==> config.mk <==
export PLATFORM = sky130hd
export DESIGN_NAME = wb_clint_flat
export DESIGN_NICKNAME = d
export VERILOG_FILES = /design/src/rtl/wb_clint_if.sv /design/src/rtl/wb_clint.sv /design/src/flat_wrapper.sv
export SDC_FILE = /design/constraint.sdc
export NUM_CORES = 1
export LEC_CHECK = 0
export BUFFER_PORTS_ARGS = -buffer_cell sky130_fd_sc_hd__clkbuf_2
export CAP_MARGIN = 30
export CORE_MARGIN = 4
export CORE_UTILIZATION = 40
export CTS_CLUSTER_DIAMETER = 50
export DETAILED_ROUTE_END_ITERATION = 16
export PLACE_DENSITY = 0.57
export SYNTH_ARGS = -nofsm -noshare
export SYNTH_HDL_FRONTEND = slang
export SYNTH_SLANG_ARGS = --single-unit
==> constraint.sdc <==
create_clock -name wb_clk_i -period 7.57 [get_ports wb_clk_i]
set_input_delay 1.514 -clock wb_clk_i [delete_from_list [all_inputs] [get_ports wb_clk_i]]
set_output_delay 1.514 -clock wb_clk_i [all_outputs]
set_load 0.005 [all_outputs]
==> src/rtl/wb_clint_if.sv <==
// Wishbone B4 pipelined bus bundle between the data-memory master and wb_clint.
//   master modport : drives cyc/stb/we/adr/dat_i/sel, samples stall/ack/err/dat_o
//   slave modport  : the reverse view, used by wb_clint
interface wb_clint_if;
  logic        wb_cyc_i;
  logic        wb_stb_i;
  logic        wb_we_i;
  logic [31:0] wb_adr_i;
  logic [31:0] wb_dat_i;
  logic [3:0]  wb_sel_i;
  logic        wb_stall_o;
  logic        wb_ack_o;
  logic        wb_err_o;
  logic [31:0] wb_dat_o;

  modport slave (
    input  wb_cyc_i, wb_stb_i, wb_we_i, wb_adr_i, wb_dat_i, wb_sel_i,
    output wb_stall_o, wb_ack_o, wb_err_o, wb_dat_o
  );

  modport master (
    output wb_cyc_i, wb_stb_i, wb_we_i, wb_adr_i, wb_dat_i, wb_sel_i,
    input  wb_stall_o, wb_ack_o, wb_err_o, wb_dat_o
  );
endinterface

==> src/rtl/wb_clint.sv <==
// Core-local interruptor: machine timer (mtime/mtimecmp) and software
// interrupt (msip) registers behind a Wishbone B4 pipelined slave port.
//   wb_clk_i / wb_rst_i : clock, asynchronous active-high reset
//   wb (slave)          : bus requests in, single-cycle-latency ack/err/data out
//   mtip_o              : timer interrupt pending (mtime >= mtimecmp)
//   msip_o              : software interrupt pending (msip bit0)
module wb_clint #(
  parameter int unsigned PRESCALE = 1
) (
  input  logic        wb_clk_i,
  input  logic        wb_rst_i,
  wb_clint_if.slave   wb,
  output logic        mtip_o,
  output logic        msip_o
);

  localparam int unsigned CNT_W = (PRESCALE > 1) ? $clog2(PRESCALE) : 1;

  localparam logic [2:0] OFF_MSIP    = 3'd0;
  localparam logic [2:0] OFF_CMP_LO  = 3'd2;
  localparam logic [2:0] OFF_CMP_HI  = 3'd3;
  localparam logic [2:0] OFF_TIME_LO = 3'd4;
  localparam logic [2:0] OFF_TIME_HI = 3'd5;

  logic [CNT_W-1:0] r_pre;
  logic [63:0]      r_mtime;
  logic [63:0]      r_mtimecmp;
  logic             r_msip;

  logic        w_acc;
  logic        w_wr;
  logic        w_map;
  logic        w_tick;
  logic [2:0]  w_off;
  logic [31:0] w_rdata;
  logic [63:0] w_mtime_nxt;
  logic        w_unused;

  // Replace only the byte lanes enabled in sel
  function automatic logic [31:0] f_merge(input logic [31:0] cur,
                                          input logic [31:0] wdat,
                                          input logic [3:0]  sel);
    f_merge = cur;
    for (int i = 0; i < 4; i++) begin
      if (sel[i]) f_merge[8*i +: 8] = wdat[8*i +: 8];
    end
  endfunction

  assign w_acc    = wb.wb_cyc_i & wb.wb_stb_i;
  assign w_wr     = w_acc & wb.wb_we_i;
  assign w_off    = wb.wb_adr_i[4:2];
  assign w_tick   = (r_pre == CNT_W'(PRESCALE - 1));
  assign w_unused = ^{wb.wb_adr_i[31:5], wb.wb_adr_i[1:0]};

  assign wb.wb_stall_o = 1'b0;

  // Address decode and read mux; unmapped offsets read as zero
  always_comb begin
    w_map   = 1'b0;
    w_rdata = '0;
    case (w_off)
      OFF_MSIP:    begin w_map = 1'b1; w_rdata = {31'd0, r_msip}; end
      OFF_CMP_LO:  begin w_map = 1'b1; w_rdata = r_mtimecmp[31:0];  end
      OFF_CMP_HI:  begin w_map = 1'b1; w_rdata = r_mtimecmp[63:32]; end
      OFF_TIME_LO: begin w_map = 1'b1; w_rdata = r_mtime[31:0];     end
      OFF_TIME_HI: begin w_map = 1'b1; w_rdata = r_mtime[63:32];    end
      default:     begin w_map = 1'b0; w_rdata = '0;                end
    endcase
  end

  // A write to either mtime word wins over the increment; the other word holds
  always_comb begin
    w_mtime_nxt = r_mtime;
    if (w_wr && (w_off == OFF_TIME_LO)) begin
      w_mtime_nxt[31:0] = f_merge(r_mtime[31:0], wb.wb_dat_i, wb.wb_sel_i);
    end else if (w_wr && (w_off == OFF_TIME_HI)) begin
      w_mtime_nxt[63:32] = f_merge(r_mtime[63:32], wb.wb_dat_i, wb.wb_sel_i);
    end else if (w_tick) begin
      w_mtime_nxt = r_mtime + 64'd1;
    end
  end

  // Prescaler: free-running, unaffected by bus writes
  always_ff @(posedge wb_clk_i or posedge wb_rst_i) begin
    if (wb_rst_i) begin
      r_pre <= '0;
    end else if (w_tick) begin
      r_pre <= '0;
    end else begin
      r_pre <= r_pre + CNT_W'(1);
    end
  end

  // Architectural registers
  always_ff @(posedge wb_clk_i or posedge wb_rst_i) begin
    if (wb_rst_i) begin
      r_mtime    <= '0;
      r_mtimecmp <= '1;
      r_msip     <= 1'b0;
    end else begin
      r_mtime <= w_mtime_nxt;
      if (w_wr && (w_off == OFF_CMP_LO)) begin
        r_mtimecmp[31:0] <= f_merge(r_mtimecmp[31:0], wb.wb_dat_i, wb.wb_sel_i);
      end
      if (w_wr && (w_off == OFF_CMP_HI)) begin
        r_mtimecmp[63:32] <= f_merge(r_mtimecmp[63:32], wb.wb_dat_i, wb.wb_sel_i);
      end
      if (w_wr && (w_off == OFF_MSIP) && wb.wb_sel_i[0]) begin
        r_msip <= wb.wb_dat_i[0];
      end
    end
  end

  // Bus response, one cycle after acceptance; read data captured pre-update
  always_ff @(posedge wb_clk_i or posedge wb_rst_i) begin
    if (wb_rst_i) begin
      wb.wb_ack_o <= 1'b0;
      wb.wb_err_o <= 1'b0;
      wb.wb_dat_o <= '0;
    end else begin
      wb.wb_ack_o <= w_acc & w_map;
      wb.wb_err_o <= w_acc & ~w_map;
      if (w_acc && !wb.wb_we_i) begin
        wb.wb_dat_o <= w_rdata;
      end
    end
  end

  // Interrupt outputs from current register values
  always_ff @(posedge wb_clk_i or posedge wb_rst_i) begin
    if (wb_rst_i) begin
      mtip_o <= 1'b0;
      msip_o <= 1'b0;
    end else begin
      mtip_o <= (r_mtime >= r_mtimecmp);
      msip_o <= r_msip;
    end
  end

endmodule
==> src/flat_wrapper.sv <==
// flat-port wrapper written by rule: the top's interface ports become plain ports
module wb_clint_flat 
#(
  parameter int unsigned PRESCALE = 1
)
  (wb_clk_i, wb_rst_i, mtip_o, msip_o, wb_wb_cyc_i, wb_wb_stb_i, wb_wb_we_i, wb_wb_adr_i, wb_wb_dat_i, wb_wb_sel_i, wb_wb_stall_o, wb_wb_ack_o, wb_wb_err_o, wb_wb_dat_o);
  wb_clint_if wb_i ();
  input  logic wb_clk_i;
  input  logic wb_rst_i;
  output logic mtip_o;
  output logic msip_o;
  input wire logic [$bits(wb_i.wb_cyc_i)-1:0] wb_wb_cyc_i;
  input wire logic [$bits(wb_i.wb_stb_i)-1:0] wb_wb_stb_i;
  input wire logic [$bits(wb_i.wb_we_i)-1:0] wb_wb_we_i;
  input wire logic [$bits(wb_i.wb_adr_i)-1:0] wb_wb_adr_i;
  input wire logic [$bits(wb_i.wb_dat_i)-1:0] wb_wb_dat_i;
  input wire logic [$bits(wb_i.wb_sel_i)-1:0] wb_wb_sel_i;
  output wire logic [$bits(wb_i.wb_stall_o)-1:0] wb_wb_stall_o;
  output wire logic [$bits(wb_i.wb_ack_o)-1:0] wb_wb_ack_o;
  output wire logic [$bits(wb_i.wb_err_o)-1:0] wb_wb_err_o;
  output wire logic [$bits(wb_i.wb_dat_o)-1:0] wb_wb_dat_o;
  assign wb_i.wb_cyc_i = wb_wb_cyc_i;
  assign wb_i.wb_stb_i = wb_wb_stb_i;
  assign wb_i.wb_we_i = wb_wb_we_i;
  assign wb_i.wb_adr_i = wb_wb_adr_i;
  assign wb_i.wb_dat_i = wb_wb_dat_i;
  assign wb_i.wb_sel_i = wb_wb_sel_i;
  assign wb_wb_stall_o = wb_i.wb_stall_o;
  assign wb_wb_ack_o = wb_i.wb_ack_o;
  assign wb_wb_err_o = wb_i.wb_err_o;
  assign wb_wb_dat_o = wb_i.wb_dat_o;
  wb_clint #(.PRESCALE(PRESCALE)) u_core (.wb_clk_i(wb_clk_i), .wb_rst_i(wb_rst_i), .wb(wb_i), .mtip_o(mtip_o), .msip_o(msip_o));
endmodule
# Word-level counts from Yosys, hierarchy flattened
# Cells that the tools add are included.
[classes]
eq_ne = 15
n_reduce_logical = 26
n_bitwise = 6
n_mux = 11
add_sub_neg = 2
n_lt_le_gt_ge = 1
[op_table]
columns = ["op", "count"]
rows = [
  ["$pmux W32 S5", 1],
  ["$mux W32", 3],
  ["$add A64 B1 Y64 const B", 1],
  ["$ge A64 B64 Y1", 1],
  ["$mux W64", 1],
  ["$mux W8", 4],
  ["$reduce_and A3 Y1", 8],
  ["$ne A2 B2 Y1 const B", 10],
  ["$reduce_and A2 Y1", 8],
  ["$logic_and A1 B1 Y1", 7],
  ["$eq A3 B2 Y1 const B", 2],
  ["$eq A3 B3 Y1 const B", 2],
  ["$reduce_or A5 Y1", 1],
  ["$and A1 B1 Y1", 4],
  ["$logic_not A3 Y1", 1],
  ["$mux W1", 2],
  ["$ne A2 B1 Y1 const B", 1],
  ["$not A1 Y1", 2],
  ["$add A1 B1 Y1 const B", 1],
  ["$logic_not A1 Y1", 1],
]
[word_totals]
ff_bits = 166
wordCells = 84
output_inout_bits = 37

# Longest topological paths before layout
[logic_depth]
depth_word = 5
depth_mapped = 9
mapped_depth_nobuf = 8

# Worst setup path after synthesis
# OpenSTA, ideal clock, no wires.
[synth_path]
path_type = "input to register"
from = "in wb_wb_adr_i[4]"
to = "reg u_core.r_mtime[54]"
arrival_ns = 3.003
path_stages = 9
n_path_buf = 3
setup_slack_ns = 4.445
setup_ns = 0.122
path_cell_list = "buf_2 nand4_1 or2_1 buf_2 clkbuf_1 o21ai_1 nor3_1 nand3_1 a2bb2oi_1"
[synth_between]
elab_chain_cells = 4
[synth_lines]
columns = ["element", "line_no", "text"]
rows = [
  ["start, declared", "flat_wrapper.sv:15", "input wire logic [$bits(wb_i.wb_adr_i)-1:0] wb_wb_adr_i;"],
  ["$eq A3 B3 Y1 (on tied branches)", "wb_clint.sv:76, wb_clint.sv:74", ""],
  ["$logic_and A1 B1 Y1 (on tied branches)", "wb_clint.sv:76, wb_clint.sv:74", ""],
  ["$ne A2 B2 Y1 (no line) or $not A1 Y1 (tied branches)", "--", ""],
  ["$reduce_and A3 Y1 (no line)", "--", ""],
  ["end signal, assigned", "wb_clint.sv:101", "r_mtime <= w_mtime_nxt;"],
  ["end, declared", "wb_clint.sv:26", "logic [63:0] r_mtime;"],
]
# Several ways; a longest one is shown, not always the timed one.
# A chain may end at the register's enable or synchronous reset.

# Worst setup path after layout
# Same ends and word-level chain as after synthesis.

==> metrics.txt <==
first-pass GRT wire length=about 54,000 um; Top FF cell, synth=dfrtp_1; Crit Path Class=in2reg; top-level I/O count=110; cell with the most instances after synthesis=nand2_1; Post-CTS Setup Inserts=0; crit path DAT=approximately 4 ns; Overflow after GRT=0; CP startpoint=wb_wb_adr_i[4]; Max Buffers Root-to-Sink=2; number of global-route vias before repair=approximately 9,000; Die Width=roughly 170 um; row cnt=58; Inserted Diodes=0; Synth cell types=72; critical path required time=about 7.9 ns; post-synthesis instance area=0.01037 sq mm; Slew HR=between 30% and 40%; initial DRC count=851; status=finished clean; register area share after synthesis=between 40% and 50%; CTS tree=built; initial antenna violation count=0; Leakage=just under 5 nW; Pwr Total=between 2 and 3 mW; # setup viols final=0; PD cells=roughly 250 mW/mm^2; Avg WL per Cell=around 22 um; Fmax=roughly 0.27 GHz; hold slack=~0.4 ns; CP cell instances=clkbuf_2 -> nand4_1 -> or2_2 -> buf_4 -> o21ai_1 -> nor3_1 -> nand3_1 -> a2bb2oi_1; CTS root buf=clkbuf_16; final routed DRC violation total=0; largest stage delay on the critical path=~0.74 ns; HPWL after DPL=around 24,000 um; top post-synthesis cells by count=nand2_1, dfrtp_1, a21oi_1; fin area=between 0.01 and 0.015 sq mm; placed cells=between 1,000 and 1,500; crit path time final=3.694 ns; average size of a mapped cell=between 9 and 10 sq um; synth top area cells=dfrtp_1, dfstp_2, ha_1; Synth area leader=dfrtp_1; number of max-cap violations=0; Final TNS setup=0 ns; launch point of the worst reg-to-reg path=u_core.r_mtime[9]; Net Count, Synth=about 1,300; Clock Pin Slew Worst Setup and Hold Paths=approximately 0.070 ns; Final Wtd Congestion=between 0.8 and 0.9; HP Class=reg2reg; total CTS buffers=17; placed inst area=about 0.011 sq mm; share of the synthesized area in the top cell type=about a quarter; Overall Global Routing Usage=a little under a quarter; Slew Limit Fails=0; H-Tree Depth=4; IO buf count=79; Final Hold Fails=0; Tcrit/Tclk final=48.80%; vias after detailed routing=between 9,000 and 10,000; RSZ-0062 raised after global routing=false; maximum vdd ir drop=between 0.1 and 0.15 mV; core area=0.02533 sq mm; min-delay src=u_core.r_msip; Area Overhead vs Synth=12.36%; Post-Layout Cell Count=approximately 1,500; post_cts resized=0; DRT antenna net count=0; Initial Util=40.95%; # clock sinks=165; hold buffer count at cts=0; First-pass DRT Iterations=6; DRT Wirelength=between 30,000 and 40,000 um; worst clock skew=0.01264 ns; worst-margin pin slew=approximately 0.96 ns; Die ar.=0.02857 sq mm; Worst Path Max Fanout=49; Async SR Flop Fraction=100.0%; FF+latch count, synth=between 150 and 200; Setup crit start kind=input port; Syn Inst Count=~1,100; share of layout cells above drive strength 1=around 23%; number of flops mapped to enable cells by yosys=0; largest net degree at the start of global routing=75; Worst setup EP type=flip-flop; Nets=about 1,300; die height=about 170 um; DR vias/cell=6.162; Skew-Pair Late Insertion Delay=roughly 0.44 ns; Bufs and invs on worst path=2; delay-heaviest family, CP=simple AND/OR/NAND/NOR gates; CP max-delay cell=or2_2; Yosys Warn Count=0
## stage by stage
step	setup WS, ns	util [%]
2_1_floorplan	1.700	-
3_3_place_gp	3.519	43.56
3_5_place_dp	3.525	43.63
4_1_cts	3.963	45.94
5_1_grt	3.666	46.02
6_report	3.876	46.02
## layout make-up
class,instances,area (sq um)
fillers,2502,13670
multi-input cells,821,5613
flip-flops and latches,165,4209
repair buffers,96,536.8
clock buffers,21,460.4
well taps,330,412.9
inverters,78,297.8
clock inverters,11,125.1
## cell usage in the layout, fill, tap and decap left out, types with 39 or more instances in the layout
cell and n:
dfstp_2 64, mux2_2 63, nand3_1 45, dfrtp_1 101, a21oi_1 83, inv_1 76
o21ai_0 51, clkbuf_2 79, nand4_1 39, ha_1 65, nand2_1 114, nor2_1 66
## routing by layer
layer  global-route usage, %  part of all wire (%)  routed length (um)
met1                   34.72                    46               15700
met2                   36.87                    45               15220
met3                   4.764                   7.4                2513
met4                   5.565                   1.7                 575
met5                       0                     0                   0
## state kept, by name (all words and copies together) (netlist names)
signal,flops
u_core.wb.wb_dat_o,32
u_core.msip_o,1
u_core.wb.wb_err_o,1
u_core.r_mtimecmp,64
u_core.r_msip,1
u_core.r_mtime,64
u_core.mtip_o,1
u_core.wb.wb_ack_o,1
## final timing paths
kind,to,slack [ns],cells past startpoint
max,u_core.r_mtime[54],3.88,8
min,u_core.msip_o,0.41,0
max reg2reg,u_core.r_mtime[58],4.65,6
min reg2reg,u_core.msip_o,0.41,0
max in group asynchronous,u_core.r_mtimecmp[13],5.35,4
min in group asynchronous,u_core.r_mtime[3],1.12,2
## where the power goes
| part | total, mW | switching, mW | leakage (nW) | internal (mW) |
|---|---|---|---|---|
| clock | 0.885 | 0.380 | 0.283 | 0.505 |
| combinational | 0.737 | 0.408 | 2.76 | 0.329 |
| sequential | 1.31 | 0.239 | 1.86 | 1.07 |
| total | 2.93 | 1.03 | 4.90 | 1.90 |
## cell families (layout without fill, tap and decap cells)
kind of cell / Yosys count / after routing / share of synthesized area (%)
buffers and inverters: 142 / 206 / 5.416
flip-flops: 165 / 165 / 40.58
other: 1 / 1 / 0.03615
multiplexers: 69 / 69 / 7.455
AND/OR/NAND/NOR: 359 / 359 / 17.11
adder cells (fa/ha/maj): 65 / 65 / 7.841
AO/OA/AOI/OAI: 327 / 327 / 21.57
(Power assumes the default switching activity.)
